<file path="src/rtl/pe_psum_accum.sv">
// Partial-sum accumulator behind one PE column: sums cfg_len products per pixel,
// saturates to ACC_W bits, optional ReLU, and buffers results in a 2-entry FIFO.
module pe_psum_accum #(
  parameter int ACC_W = 20
) (
  input  logic                    clk,
  input  logic                    rst,
  input  logic [7:0]              cfg_len,
  input  logic                    cfg_relu,
  input  logic                    prod_valid,
  input  logic signed [15:0]      prod_in,
  output logic                    prod_ready,
  output logic                    out_valid,
  output logic signed [ACC_W-1:0] out_data,
  input  logic                    out_ready,
  output logic                    busy
);

  localparam logic signed [ACC_W-1:0] ACC_MAX = {1'b0, {(ACC_W-1){1'b1}}};
  localparam logic signed [ACC_W-1:0] ACC_MIN = {1'b1, {(ACC_W-1){1'b0}}};

  logic [7:0]              cnt, len_q, len_new;
  logic                    relu_q, relu_eff;
  logic signed [ACC_W-1:0] acc, p_ext, sat_sum, sum, result;
  logic [ACC_W:0]          wide;
  logic                    accept, first, last, push, pop;

  logic [1:0]              fifo_cnt;
  logic                    rd_ptr, wr_ptr;
  logic signed [ACC_W-1:0] mem [2];

  always_comb begin
    accept   = prod_valid & prod_ready;
    first    = (cnt == 8'd0);
    len_new  = (cfg_len == 8'd0) ? 8'd1 : cfg_len;
    relu_eff = first ? cfg_relu : relu_q;
    p_ext    = {{(ACC_W-16){prod_in[15]}}, prod_in};
    // One guard bit: overflow shows up as disagreement between the top two bits.
    wide     = {acc[ACC_W-1], acc} + {p_ext[ACC_W-1], p_ext};
    if (wide[ACC_W] != wide[ACC_W-1])
      sat_sum = wide[ACC_W] ? ACC_MIN : ACC_MAX;
    else
      sat_sum = wide[ACC_W-1:0];
    sum    = first ? p_ext : sat_sum;
    last   = accept & (first ? (len_new == 8'd1) : (cnt == len_q - 8'd1));
    result = (relu_eff & sum[ACC_W-1]) ? '0 : sum;
    push   = last;
    pop    = out_valid & out_ready;
  end

  assign out_valid  = (fifo_cnt != 2'd0);
  assign prod_ready = (fifo_cnt != 2'd2);
  assign out_data   = mem[rd_ptr];
  assign busy       = (cnt != 8'd0) | (fifo_cnt != 2'd0);

  always_ff @(posedge clk) begin
    if (rst) begin
      cnt      <= '0;
      len_q    <= 8'd1;
      relu_q   <= 1'b0;
      acc      <= '0;
      fifo_cnt <= '0;
      rd_ptr   <= 1'b0;
      wr_ptr   <= 1'b0;
      mem[0]   <= '0;
      mem[1]   <= '0;
    end else begin
      if (accept) begin
        acc <= sum;
        cnt <= last ? 8'd0 : cnt + 8'd1;
        if (first) begin
          len_q  <= len_new;
          relu_q <= cfg_relu;
        end
      end
      if (push) begin
        mem[wr_ptr] <= result;
        wr_ptr      <= ~wr_ptr;
      end
      if (pop)
        rd_ptr <= ~rd_ptr;
      // Simultaneous push and pop leaves the occupancy unchanged.
      case ({push, pop})
        2'b10:   fifo_cnt <= fifo_cnt + 2'd1;
        2'b01:   fifo_cnt <= fifo_cnt - 2'd1;
        default: fifo_cnt <= fifo_cnt;
      endcase
    end
  end

endmodule

</file>
<file path="config.mk">
export PLATFORM = sky130hd
export DESIGN_NAME = pe_psum_accum
export DESIGN_NICKNAME = d
export VERILOG_FILES = /design/src/rtl/pe_psum_accum.sv
export SDC_FILE = /design/constraint.sdc
export NUM_CORES = 1
export LEC_CHECK = 0
export BUFFER_PORTS_ARGS = -buffer_cell sky130_fd_sc_hd__buf_2
export CAP_MARGIN = 20
export CORE_MARGIN = 5
export CORE_UTILIZATION = 35
export CTS_CLUSTER_SIZE = 25
export DETAILED_ROUTE_END_ITERATION = 6
export PLACE_DENSITY = 0.54
export SLEW_MARGIN = 20
export SYNTH_ARGS = -nofsm -noshare
export SYNTH_HDL_FRONTEND = slang
export SYNTH_SLANG_ARGS = --single-unit
export TNS_END_PERCENT = 50
</file>
<file path="constraint.sdc">
create_clock -name clk -period 3.39 [get_ports clk]
set_input_delay 0.339 -clock clk [delete_from_list [all_inputs] [get_ports clk]]
set_output_delay 0.339 -clock clk [all_outputs]
set_load 0.02 [all_outputs]
</file>
# Word-level counts from Yosys, hierarchy flattened
# Memory sizes are Yosys's and may differ from the RTL's. A register that Yosys moved wholly into a read port is not among the register bits.
# Cells that the tools add are included.
# op_classes
add_sub_neg	5
multipliers	0
div	0
order_cmp	0
eq_ne	6
shift	0
muxes	19
bitwise	7
reduce_logical	7
# op_table
operator	count
$mux W20	5
$add A20 B16 Y21	1
$reduce_or A20 Y1	1
$logic_not A8 Y1	2
$mux W8	2
$mux W1	11
$add A8 B1 Y8 const B	1
$eq A8 B1 Y1 const B	1
$eq A8 B8 Y1	1
$reduce_bool A8 Y1	1
$sub A8 B1 Y8 const B	1
$and A1 B1 Y1	4
$pmux W2 S2	1
$reduce_bool A2 Y1	2
$add A2 B1 Y2 const B	1
$eq A2 B1 Y1 const B	1
$eq A2 B2 Y1 const B	1
$ne A2 B2 Y1 const B	1
$not A1 Y1	2
$reduce_and A2 Y1	1
$sub A2 B1 Y2 const B	1
$ne A1 B1 Y1	1
$or A1 B1 Y1	1
# word_totals
register_bits	41
latch_bits	0
ramBits	40
rom_bits	0
inputBits	29
elab_cells	52
n_memories	1
# memory_table
memory	words	word_bits	rd	rd_ports_with_merged_regs	write_ports	line	text
mem	2	20	1	1	2	30	logic signed [ACC_W-1:0] mem [2];

# Logic depth before layout (Yosys ltp)
# Gate-level depths: netlist (run 1).
# logic_depth
depth_word	10
mapped_depth	13
mapped_depth_nobuf	12

# Worst setup path after synthesis (run 1)
# No wires, ideal clock.
# synth_path
path_kind	flip-flop to flip-flop
start	reg len_q[0]
end	mem mem[0][0] (enable)
arrival_time_ns	2.518
required_ns	2.989
path_slack_ns	0.470
stages_incl_launch_ff	10
path_buffers	0
period_less_slack_ns	2.920
cell_sequence	dfxtp_1 > inv_1 > ha_1 > xnor2_1 > nor2_1 > and4_1 > nand4_1 > o21ai_2 > inv_1 > o21bai_1
# synth_lines
element	line	text
from (decl)	22	logic [7:0] cnt, len_q, len_new;
from (signal assigned)	72	len_q <= len_new;
to (decl)	30	

==> Flow_metrics.wiki, run 1 <==
{| class="wikitable"
! Metric !! Value
|-
| Clock Sinks || 82
|-
| Measured slew at the worst slew-check pin || 935.1 ps
|-
| Mapped Area || 4982 µm²
|-
| Row cnt || 43
|-
| Most utilized layer in the global route result || met2
|-
| Ordered list of cells on the worst path || ha_1, inv_1, fa_1, nor2b_1, o21bai_1, a21o_1, a21oi_1, nor2_1, a31oi_2, o21bai_2, buf_4, nor3_1
|-
| Maximum clock frequency || 334.9 MHz
|-
| Number of buffers inserted by port buffering || 51
|-
| Worst-case headroom to the max-slew limit || 0.3757
|-
| WL final || 13.14 mm
|-
| Total number of vias || 4186
|-
| Clk root buf || sky130_fd_sc_hd__clkbuf_16
|-
| Critical path start-end classification || reg2reg
|-
| Final worst-path setup slack || 404.4 ps
|-
| Top post-synthesis cells by area || sky130_fd_sc_hd__edfxtp_1, sky130_fd_sc_hd__dfxtp_1, sky130_fd_sc_hd__ha_1
|-
| Unique masters post-synth || 67
|-
| Multi-input gate area in the final layout || 2766 µm²
|-
| Clock tree skew after final layout || 9.114 ps
|-
| YS warnings || 0
|-
| Number of storage elements in the synthesis netlist || 82
|-
| Wire length of the first global-routing pass || 21.42 mm
|-
| Combined flip-flop and latch cell area || 2042 µm²
|-
| Number of DRC markers in iteration 0 || 316
|-
| Number of routed nets with antenna violations || 0
|-
| Hold Violations, Final || 0
|-
| Cell with the biggest individual delay on the critical path || sky130_fd_sc_hd__fa_1
|-
| Total congestion overflow after global routing || 0
|-
| Met3 Use GR || 0.03380
|-
| Met2 global-route usage || 0.2537
|-
| Sum of negative setup slack || 0 ps
|-
| Overall track demand over capacity in global routing || 0.1634
|-
| # fillers || 1419
|-
| Layout cells sized above 1 || 0.2156
|-
| Drt drc || 0
|-
| Pre-antenna DRT Iters || 4
|-
| Number of antenna violations at the first check in global routing || 0
|-
| Standard cell core area || 13930 µm²
|-
| Max VDD drop || 0.2054 mV
|-
| Ports placed on the boundary || 52
|-
| Average wire length per cell after detail routing || 17.09 µm
|-
| Cell area after layout || 5791 µm²
|-
| Number of antenna diodes || 0
|-
| Fraction of registers with async set or reset after synthesis || 0
|-
| Yosys top cell area share || 0.2411
|-
| Number of global-route vias before repair || 4104
|-
| Via density per instance || 5.443
|-
| Number of failing setup endpoints in the final timing report || 0
|-
| Category of the worst setup path capture point || flip-flop
|-
| Total cell area at the placement stage || 5461 µm²
|-
| Leading post-synthesis cells by instance count || sky130_fd_sc_hd__nor2_1, sky130_fd_sc_hd__nand2_1, sky130_fd_sc_hd__a21oi_1
|-
| Leakage || 2.338 nW
|-
| Arrival time at the worst endpoint || 3140 ps
|-
| Synthesis-to-layout area growth || 16.22%
|-
| Max-cap viol count || 0
|-
| Cell count after synthesis || 530
|-
| Buffer levels on the longest clock path || 2
|-
| Synth Net Count || 584
|-
| Number of gates given a new drive strength after cts || 0
|-
| Met1 Resource Use GR || 0.2325
|-
| Critical Path Start Type || flip-flop
|-
| Post-synth top area cell || sky130_fd_sc_hd__edfxtp_1
|-
| Unrepaired setup endpoints after global routing || false
|-
| Routability congestion estimate from global placement || 0.8571
|-
| Top Family by Delay on Critical Path || compound AO/OA/AOI/OAI gates
|-
| Post-Place Setup Slack || 330.1 ps
|-
| Pin count of the biggest net entering global routing || 43
|-
| CTS tree || yes
|-
| Hpwl dp || 9.807 mm
|-
| Status || finished clean
|-
| Width of the chip || 129.3 µm
|-
| Number of levels in the clock H-tree || 3
|-
| Register area share after synthesis || 0.4098
|-
| Most numerous cell in the Yosys netlist || sky130_fd_sc_hd__nor2_1
|-
| Area of the die || 16720 µm²
|-
| Final period utilization || 0.8807
|-
| Effective utilization at floorplan || 0.3575
|-
| Buffer count from post-CTS setup fixing || 0
|-
| CP Buf/Inv Count || 2
|-
| Post-cts hold buffer count || 0
|-
| Critical Path Fanout Max || 19
|-
| Total Nets Final || 638
|-
| Count of flip-flops with a built-in enable after synthesis || 40
|-
| Commonest register cell after synthesis || sky130_fd_sc_hd__dfxtp_1
|-
| Avg Cell Area, Syn || 9.401 µm²
|-
| CTS clk-pin slew, worst paths || 60 ps
|-
| Power density cells || 520.3 nW/µm²
|-
| Die boundary height || 129.3 µm
|-
| Hold_ws || 244.7 ps
|-
| Number of slew-limit violations in the final report || 0
|-
| Slowest stage delay, CP || 400 ps
|-
| Required time worst endpoint || 3540 ps
|-
| Insertion delay of the later-clocked pin in the worst-skew pair || 350 ps
|-
| Final period demand of the worst path || 2986 ps
|-
| Number of buffers created by CTS || 9
|-
| Worst min-delay path class || in2reg
|}
report_power, final:
part | internal, mW | total [mW] | leakage, nW | switching [mW]
clock network | 0.666 | 1.08 | 0.159 | 0.409
registers | 1.11 | 1.15 | 0.758 | 0.0494
logic | 0.301 | 0.783 | 1.42 | 0.482
total | 2.07 | 3.01 | 2.34 | 0.940
cell families (layout without fill, tap and decap cells):
family                     Yosys count  after routing  synth area share
AOI/OAI and AO/OA                  122            122            0.1685
xor gates and xnor gates            35             35           0.06153
adders and majority gates           25             25           0.06429
buffers and inverters               38             97           0.03566
DFF                                 82             82            0.4098
muxes                               21             21           0.04721
and+or+nand+nor                    207            207            0.2130
state kept, by name, indices dropped and copies added, names as in the netlist, named ones only:
name / flops
mem: 40
relu_q: 1
rd_ptr: 1
wr_ptr: 1
fifo_cnt: 2
len_q: 8
cnt: 8
acc: 20
metrics by stage:
| step | instances | utilization | power, mW |
|---|---|---|---|
| finish | 769 | 0.4156 | 3.013 |
| global route | 769 | 0.4156 | 3.153 |
| CTS | 769 | 0.4156 | 3.033 |
| detailed placement | 753 | 0.3919 | 1.950 |
| global placement | 753 | 0.3919 | 1.941 |
| floorplan | 530 | - | 1.730 |
placed cells by master, fill, tap and decap left out, types with 7 or more instances in the layout:
master	netlist	layout
sky130_fd_sc_hd__ha_1	24	24
sky130_fd_sc_hd__o21ai_0	7	7
sky130_fd_sc_hd__xor2_1	16	16
sky130_fd_sc_hd__o31ai_1	8	8
sky130_fd_sc_hd__a21oi_1	45	45
sky130_fd_sc_hd__nor2_1	57	57
sky130_fd_sc_hd__nor3_1	29	29
sky130_fd_sc_hd__dfxtp_1	42	42
sky130_fd_sc_hd__buf_2	4	51
sky130_fd_sc_hd__nand2_1	47	47
sky130_fd_sc_hd__edfxtp_1	40	40
sky130_fd_sc_hd__nand3b_1	12	12
sky130_fd_sc_hd__nand3_1	15	15
sky130_fd_sc_hd__inv_1	14	14
sky130_fd_sc_hd__clkbuf_16	0	9
sky130_fd_sc_hd__buf_4	2	16
sky130_fd_sc_hd__mux2_2	20	20
sky130_fd_sc_hd__a21o_1	9	9
sky130_fd_sc_hd__o221ai_1	7	7
sky130_fd_sc_hd__xnor2_1	19	19
sky130_fd_sc_hd__o22ai_1	8	8
final cells by class:
class,instances,area share
flip-flops and latches,82,0.3526
clock buffers,10,0.04127
multi-input cells,410,0.4777
well taps,180,0.03889
clock inverters,6,0.01556
repair buffers,67,0.06482
inverters,14,0.009075
per-layer routing:
metal / share of wire / routed length (µm) / vias up
met5: 0 / 0 / -
met4: 0.014 / 184 / 0
met3: 0.049 / 648 / 13
met2: 0.44 / 5736 / 103
met1: 0.50 / 6570 / 2020
li1: - / - / 2050
worst paths after layout:
kind	to	from	slack (ps)	cells after the start
worst max-delay path	mem[1][10]	acc[0]	400	12
worst min register to register	relu_q	relu_q	460	2
worst max register to register	mem[1][10]	acc[0]	400	12
worst min-delay path	len_q[6]	cfg_len[6]	240	3
tightest hold or removal path, delay by kind of cell:
family,cells,cell delay (ps)
buffers and inverters,1,100
AOI/OAI and AO/OA,1,50
and+or+nand+nor,1,50
(Power assumes the default switching activity.)
==> run 2, diff against run 1 <==
--- a/config.mk
+++ b/config.mk
@@ -6,5 +6,4 @@
 export NUM_CORES = 1
 export LEC_CHECK = 0
-export BUFFER_PORTS_ARGS = -buffer_cell sky130_fd_sc_hd__buf_2
 export CAP_MARGIN = 20
 export CORE_MARGIN = 5
@@ -12,6 +11,6 @@
 export CTS_CLUSTER_SIZE = 25
 export DETAILED_ROUTE_END_ITERATION = 6
-export PLACE_DENSITY = 0.54
-export SLEW_MARGIN = 20
+export DONT_BUFFER_PORTS = 1
+export PLACE_DENSITY = 0.51
 export SYNTH_ARGS = -nofsm -noshare
 export SYNTH_HDL_FRONTEND = slang
==> constraint.sdc (replaced) <==
create_clock -name clk -period 3.39 [get_ports clk]
set_input_delay 0.1695 -clock clk [delete_from_list [all_inputs] [get_ports clk]]
set_output_delay 0.1695 -clock clk [all_outputs]
set_load 0.02 [all_outputs]
==> Flow_metrics.wiki, run 2 (synthesized netlist as in run 1, its figures left out) <==
{| class="wikitable"
! Metric !! Value
|-
| Status || finished clean (unchanged)
|-
| Leakage || 2.159 nW (was 2.338 nW)
|-
| Layout cells sized above 1 || 0.1339 (was 0.2156)
|-
| Synthesis-to-layout area growth || 12.81% (was 16.22%)
|-
| Hpwl dp || 9.279 mm (was 9.807 mm)
|-
| Number of failing setup endpoints in the final timing report || 0 (unchanged)
|-
| Clk root buf || sky130_fd_sc_hd__clkbuf_16 (unchanged)
|-
| Most flops, register || mem (unchanged)
|-
| Max reg flops || 40 (unchanged)
|-
| CTS clk-pin slew, worst paths || 70 ps (was 60 ps)
|-
| Number of DRC markers in iteration 0 || 293 (was 316)
|-
| Commonest non-fill, non-tap cells in the layout || sky130_fd_sc_hd__nor2_1, sky130_fd_sc_hd__nand2_1, sky130_fd_sc_hd__a21oi_1, sky130_fd_sc_hd__dfxtp_1, sky130_fd_sc_hd__edfxtp_1 (was sky130_fd_sc_hd__nor2_1, sky130_fd_sc_hd__buf_2, sky130_fd_sc_hd__nand2_1, sky130_fd_sc_hd__a21oi_1, sky130_fd_sc_hd__dfxtp_1)
|-
| Arrival time at the worst endpoint || 3020 ps (was 3140 ps)
|-
| Die boundary height || 129.3 µm (unchanged)
|-
| Pin count of the biggest net entering global routing || 26 (was 43)
|-
| Slowest stage delay, CP || 430 ps (was 400 ps)
|-
| Registers with the most flip-flops || mem x40, acc x20 (unchanged)
|-
| Insertion delay of the later-clocked pin in the worst-skew pair || 350 ps (about the same)
|-
| Max-cap viol count || 0 (unchanged)
|-
| Cell depth of the worst flop-to-flop path || 10 (was 12)
|-
| Number of levels in the clock H-tree || 3 (unchanged)
|-
| Placed cells || 698 (was 753)
|-
| Pre-antenna DRT Iters || 6 (was 4)
|-
| Ordered list of cells on the worst path || ha_1, and3_1, a31oi_1, a31oi_1, o2111ai_1, nor4_1, buf_4, nor3_1, o22ai_1, nor2_1 (was ha_1, inv_1, fa_1, nor2b_1, o21bai_1, a21o_1, a21oi_1, nor2_1, a31oi_2, o21bai_2, buf_4, nor3_1)
|-
| Ports placed on the boundary || 52 (unchanged)
|-
| Unrepaired setup endpoints after global routing || false (unchanged)
|-
| Required time worst endpoint || 3460 ps (was 3540 ps)
|-
| Critical Path Most Common Cell || sky130_fd_sc_hd__a31oi_1
|-
| Total Nets Final || 594 (was 638)
|-
| Worst min-delay path class || in2reg (unchanged)
|-
| Area of the die || 16720 µm² (unchanged)
|-
| Buffer levels on the longest clock path || 2 (unchanged)
|-
| Clock tree skew after final layout || 8.114 ps (was 9.114 ps)
|-
| Clock Sinks || 82 (unchanged)
|-
| Row cnt || 43 (unchanged)
|-
| Final period demand of the worst path || 2943 ps (was 2986 ps)
|-
| Drt drc || 0 (unchanged)
|-
| Total congestion overflow after global routing || 0 (unchanged)
|-
| Critical path start-end classification || reg2reg (unchanged)
|-
| CTS tree || yes (unchanged)
|-
| Wire length of the first global-routing pass || 20.27 mm (was 21.42 mm)
|-
| Routability congestion estimate from global placement || 0.8791 (was 0.8571)
|-
| Critical Path Fanout Max || 7 (was 19)
|-
| Effective utilization at floorplan || 0.3575 (unchanged)
|-
| Number of routed nets with antenna violations || 0 (unchanged)
|-
| Via density per instance || 5.421 (was 5.443)
|-
| Cell with the biggest individual delay on the critical path || sky130_fd_sc_hd__ha_1 (was sky130_fd_sc_hd__fa_1)
|-
| Power density cells || 530.0 nW/µm² (was 520.3 nW/µm²)
|-
| Category of the worst setup path capture point || flip-flop (unchanged)
|-
| Number of antenna violations at the first check in global routing || 0 (unchanged)
|-
| Most frequent standard cell in the layout excluding fill and tap cells || sky130_fd_sc_hd__nor2_1 (unchanged)
|-
| Number of slew-limit violations in the final report || 0 (unchanged)
|-
| Average wire length per cell after detail routing || 17.59 µm (was 17.09 µm)
|-
| Standard cell core area || 13930 µm² (unchanged)
|-
| Number of global-route vias before repair || 3842 (was 4104)
|-
| Number of instances on the worst hold path || 2 (was 3)
|-
| Number of antenna diodes || 0 (unchanged)
|-
| Number of buffers created by CTS || 9 (unchanged)
|-
| WL final || 12.76 mm (was 13.14 mm)
|-
| Final cell count without fillers || 725 (was 769)
|-
| Worst-case headroom to the max-slew limit || 0.2912 (was 0.3757)
|-
| Number of buffers inserted by port buffering || 0 (was 51)
|-
| Buffer count from post-CTS setup fixing || 0 (unchanged)
|-
| Total number of vias || 3930 (was 4186)
|-
| Sum of negative setup slack || 0 ps (unchanged)
|-
| # fillers || 1402 (was 1419)
|-
| Hold Violations, Final || 0 (unchanged)
|-
| Max VDD drop || 0.2467 mV (was 0.2054 mV)
|-
| Final period utilization || 0.8682 (was 0.8807)
|-
| Power after layout || 2.979 mW (was 3.013 mW)
|-
| Maximum clock frequency || 339.8 MHz (was 334.9 MHz)
|-
| Measured slew at the worst slew-check pin || 1060 ps (was 935.1 ps)
|-
| Overall track demand over capacity in global routing || 0.1560 (was 0.1634)
|-
| Critical Path Start Type || flip-flop (unchanged)
|-
| Width of the chip || 129.3 µm (unchanged)
|}
-- run 2: cell types whose count changed in the layout (fill, tap and decap cells not counted), sizes merged --
cell | before | now
clkbuf | 10 | 9
inv | 14 | 18
buf | 67 | 12
clkinvlp | 1 | 0
dlygate4sd3 | 0 | 11
clkinv | 3 | 1
-- run 2: area by class of cell --
cell class | instances | area, µm² | area share
clock buffers | 9 | 225.2 | 0.04007
clock inverters | 7 | 106.4 | 0.01892
inverters | 14 | 52.55 | 0.009350
multi-input cells | 410 | 2769 | 0.4927
flip-flops and latches | 82 | 2042 | 0.3633
well taps | 180 | 225.2 | 0.04007
repair buffers | 23 | 200.2 | 0.03562
-- run 2: worst paths after layout --
path          start         end  slack, ps
max          acc[8]  mem[1][13]        450
min             rst      acc[2]         20
max reg2reg  acc[8]  mem[1][13]        450
min reg2reg  relu_q      relu_q        460
-- run 2: critical path: cells and delay by family (launching register included) --
family,cells,cell delay [ps]
buf+inv,1,230
compound gates,4,890
simple gates,4,780
fa+ha+maj,1,430
flops,1,330
-- run 2: stage by stage --
step	utilization	hold WS [ps]	area, µm²	worst slack, ps
after global routing	0.4033	18.37	5620	240.4
after detailed placement	0.3715	246.9	5176	323.7
after floorplan	-	305.5	4982	470.4
after CTS	0.4032	0.4928	5618	287.6
final	0.4033	16.95	5620	446.7
after global placement	0.3715	244.5	5176	429.7
-- run 2: where the power goes --
part	switching [mW]	internal (mW)	total, mW	leakage [nW]
clock	0.434	0.659	1.09	0.163
sequential	0.0484	1.10	1.15	0.758
combinational	0.451	0.281	0.733	1.24
total	0.933	2.05	2.98	2.16
-- run 2: metal layers --
metal  track usage  wire (µm)
met4       0.04756        211
met1        0.2147       5809
met2        0.2366       5718
met3       0.04699       1017
met5             0          0
-- run 2: what timing repair did --
item | CTS | global route
endpoints found under the hold margin | 25 | 0
resized for setup | 0 | 1
endpoints found under the setup margin | 0 | 1
hold buffers | 11 | 0
==> run 3, diff against run 2 <==
ABC_CLOCK_PERIOD_IN_PS = 3390   (was default)
CTS_BUF_LIST = sky130_fd_sc_hd__clkbuf_8   (was default)
==> Flow_metrics.wiki, run 3 (synthesized netlist as in run 1, its figures left out) <==
{| class="wikitable"
! Metric !! Value
|-
| Status || finished clean (unchanged)
|-
| Startpoint of the worst setup timing path || acc[8] (unchanged)
|-
| Total Nets Final || 593 (was 594)
|-
| Number of DRC markers in iteration 0 || 316 (was 293)
|-
| WL final || 12.72 mm (was 12.76 mm)
|-
| Die boundary height || 129.3 µm (unchanged)
|-
| Final period utilization || 0.8795 (was 0.8682)
|-
| Unrepaired setup endpoints after global routing || false (unchanged)
|-
| CTS clk-pin slew, worst paths || 90 ps (was 70 ps)
|-
| Synthesis-to-layout area growth || 10.77% (was 12.81%)
|-
| Ordered list of cells on the worst path || ha_1, and3_1, a31oi_1, a31oi_1, o2111ai_1, nor4_1, buf_4, nor3_1, o22ai_1, nor2_1 (unchanged)
|-
| Sw Pwr || 0.9044 mW (was 0.9335 mW)
|-
| Registers with the most flip-flops || mem x40, acc x20 (unchanged)
|-
| Arrival time at the worst endpoint || 3080 ps (was 3020 ps)
|-
| Util after Layout || 0.3961 (was 0.4033)
|-
| Number of slew-limit violations in the final report || 0 (unchanged)
|-
| Worst min-delay path class || in2reg (unchanged)
|-
| Final cell count without fillers || 724 (was 725)
|-
| Total number of vias || 3922 (was 3930)
|-
| Maximum clock frequency || 335.4 MHz (was 339.8 MHz)
|-
| Measured slew at the worst slew-check pin || 910.0 ps (was 1060 ps)
|-
| Power density cells || 492.6 nW/µm² (was 530.0 nW/µm²)
|-
| Critical Path Most Common Cell || sky130_fd_sc_hd__a31oi_1 (unchanged)
|-
| Critical path destination || mem[1][13] (unchanged)
|-
| Average wire length per cell after detail routing || 17.57 µm (was 17.59 µm)
|-
| Clk root buf || sky130_fd_sc_hd__clkbuf_8 (was sky130_fd_sc_hd__clkbuf_16)
|-
| Clock tree skew after final layout || 17.00 ps (was 8.114 ps)
|-
| Row cnt || 43 (unchanged)
|-
| Max reg flops || 40 (unchanged)
|-
| Buffer levels on the longest clock path || 2 (unchanged)
|-
| Number of buffers inserted by port buffering || 0 (unchanged)
|-
| Pre-antenna DRT Iters || 4 (was 6)
|-
| Cell with the biggest individual delay on the critical path || sky130_fd_sc_hd__ha_1 (unchanged)
|-
| Number of global-route vias before repair || 3862 (was 3842)
|-
| # fillers || 1417 (was 1402)
|-
| Via density per instance || 5.417 (was 5.421)
|-
| Number of antenna violations at the first check in global routing || 0 (unchanged)
|-
| Cell depth of the worst flop-to-flop path || 10 (unchanged)
|-
| Layout cells sized above 1 || 0.1360 (was 0.1339)
|-
| Standard cell core area || 13930 µm² (unchanged)
|-
| Final worst-path setup slack || 408.6 ps (was 446.7 ps)
|-
| Internal power || 1.814 mW (was 2.045 mW)
|-
| CTS tree || yes (unchanged)
|-
| Sw Share || 0.3327 (was 0.3134)
|-
| Critical Path Fanout Max || 7 (unchanged)
|-
| Most flops, register || mem (unchanged)
|-
| Worst-case headroom to the max-slew limit || 0.3925 (was 0.2912)
|-
| Overall track demand over capacity in global routing || 0.1547 (was 0.1560)
|-
| Total congestion overflow after global routing || 0 (unchanged)
|-
| Flop-to-flop setup slack || 410 ps (was 450 ps)
|-
| Slowest stage delay, CP || 430 ps (about the same)
|-
| Post-Place Setup Slack || 323.7 ps (unchanged)
|-
| Effective utilization at floorplan || 0.3575 (unchanged)
|-
| Category of the worst setup path capture point || flip-flop (unchanged)
|-
| Clock share of power || 0.305 (was 0.367)
|-
| Final period demand of the worst path || 2981 ps (was 2943 ps)
|-
| Placed cells || 698 (unchanged)
|-
| Worst reg2reg path endpoint || mem[1][13] (unchanged)
|-
| Number of levels in the clock H-tree || 3 (unchanged)
|-
| Routability congestion estimate from global placement || 0.8791 (unchanged)
|-
| Most frequent standard cell in the layout excluding fill and tap cells || sky130_fd_sc_hd__nor2_1 (unchanged)
|-
| Critical path start-end classification || reg2reg (unchanged)
|-
| Sum of negative setup slack || 0 ps (unchanged)
|-
| Commonest non-fill, non-tap cells in the layout || sky130_fd_sc_hd__nor2_1, sky130_fd_sc_hd__nand2_1, sky130_fd_sc_hd__a21oi_1, sky130_fd_sc_hd__dfxtp_1, sky130_fd_sc_hd__edfxtp_1 (unchanged)
|-
| Leakage || 2.113 nW (was 2.159 nW)
|-
| Number of antenna diodes || 0 (unchanged)
|-
| Number of routed nets with antenna violations || 0 (unchanged)
|-
| Max VDD drop || 0.2158 mV (was 0.2467 mV)
|-
| Ports placed on the boundary || 52 (unchanged)
|-
| Required time worst endpoint || 3490 ps (was 3460 ps)
|-
| Clock Sinks || 82 (unchanged)
|-
| Insertion delay of the later-clocked pin in the worst-skew pair || 380 ps (was 350 ps)
|-
| Wire length of the first global-routing pass || 20.22 mm (was 20.27 mm)
|-
| Combinational share of power || 0.271 (was 0.246)
|-
| Critical Path Start Type || flip-flop (unchanged)
|-
| HP Start || rst (unchanged)
|-
| Number of failing setup endpoints in the final timing report || 0 (unchanged)
|-
| Area of the die || 16720 µm² (unchanged)
|-
| Pin count of the biggest net entering global routing || 37 (was 26)
|-
| Sequential Power Share || 0.424 (was 0.387)
|-
| Number of buffers created by CTS || 9 (unchanged)
|-
| Hpwl dp || 9.279 mm (unchanged)
|-
| Drt drc || 0 (unchanged)
|-
| Max-cap viol count || 0 (unchanged)
|-
| Hold Violations, Final || 0 (unchanged)
|-
| RR Startpoint || acc[8] (unchanged)
|-
| Width of the chip || 129.3 µm (unchanged)
|}
[run 3: power by group through the flow]
| stage | registers, mW | logic [mW] | clock network (mW) |
|---|---|---|---|
| 2_1_floorplan | 1.15 | 0.575 | 0 |
| 3_3_place_gp | 1.17 | 0.709 | 0 |
| 3_5_place_dp | 1.18 | 0.712 | 0 |
| 4_1_cts | 1.15 | 0.733 | 0.862 |
| 5_1_grt | 1.16 | 0.809 | 0.897 |
| 6_report | 1.15 | 0.737 | 0.830 |
[run 3: worst max-delay path: cells and delay by family, from the launching register on]
family          cells  cell delay (ps)
compound gates      4              920
simple gates        4              780
fa+ha+maj           1              430
flops               1              340
buf+inv             1              220
[run 3: metal layers]
layer  wire length, µm  GRT usage
met1              5909     0.2111
met2              5653     0.2360
met3               959    0.04617
met5                 0          0
met4               199    0.04941
[run 3: timing repair]
action	in CTS	in global routing
resized for setup	0	1
setup buffers	0	0
endpoints found under the setup margin	0	2
hold buffers	10	0
endpoints found under the hold margin	36	0
[run 3: how the worst min path moves through the flow]
| stage | to | slack, ps | cells after the start |
|---|---|---|---|
| 4_1_cts | cnt[5] | 20 | 2 |
| 2_1_floorplan | relu_q | 310 | 2 |
| 3_5_place_dp | fifo_cnt[1] | 250 | 1 |
| 6_report | cnt[5] | 40 | 2 |
| 3_3_place_gp | fifo_cnt[1] | 240 | 1 |
| 5_1_grt | cnt[2] | 20 | 2 |
[run 3: area by class of cell]
type	count	area (µm²)	share of cell area
well taps	180	225.2	0.04081
clock inverters	7	106.4	0.01927
flip-flops and latches	82	2042	0.3700
inverters	14	52.55	0.009522
repair buffers	22	200.2	0.03627
clock buffers	9	123.9	0.02244
multi-input cells	410	2769	0.5017
[run 3: per-stage QoR]
| step | hold slack, ps | cell area [µm²] | total power [mW] |
|---|---|---|---|
| detailed placement | 246.9 | 5176 | 1.887 |
| global placement | 244.5 | 5176 | 1.882 |
| floorplan | 305.5 | 4982 | 1.730 |
| global route | 22.85 | 5519 | 2.867 |
| finish | 41.47 | 5519 | 2.719 |
| CTS | 15.13 | 5517 | 2.748 |
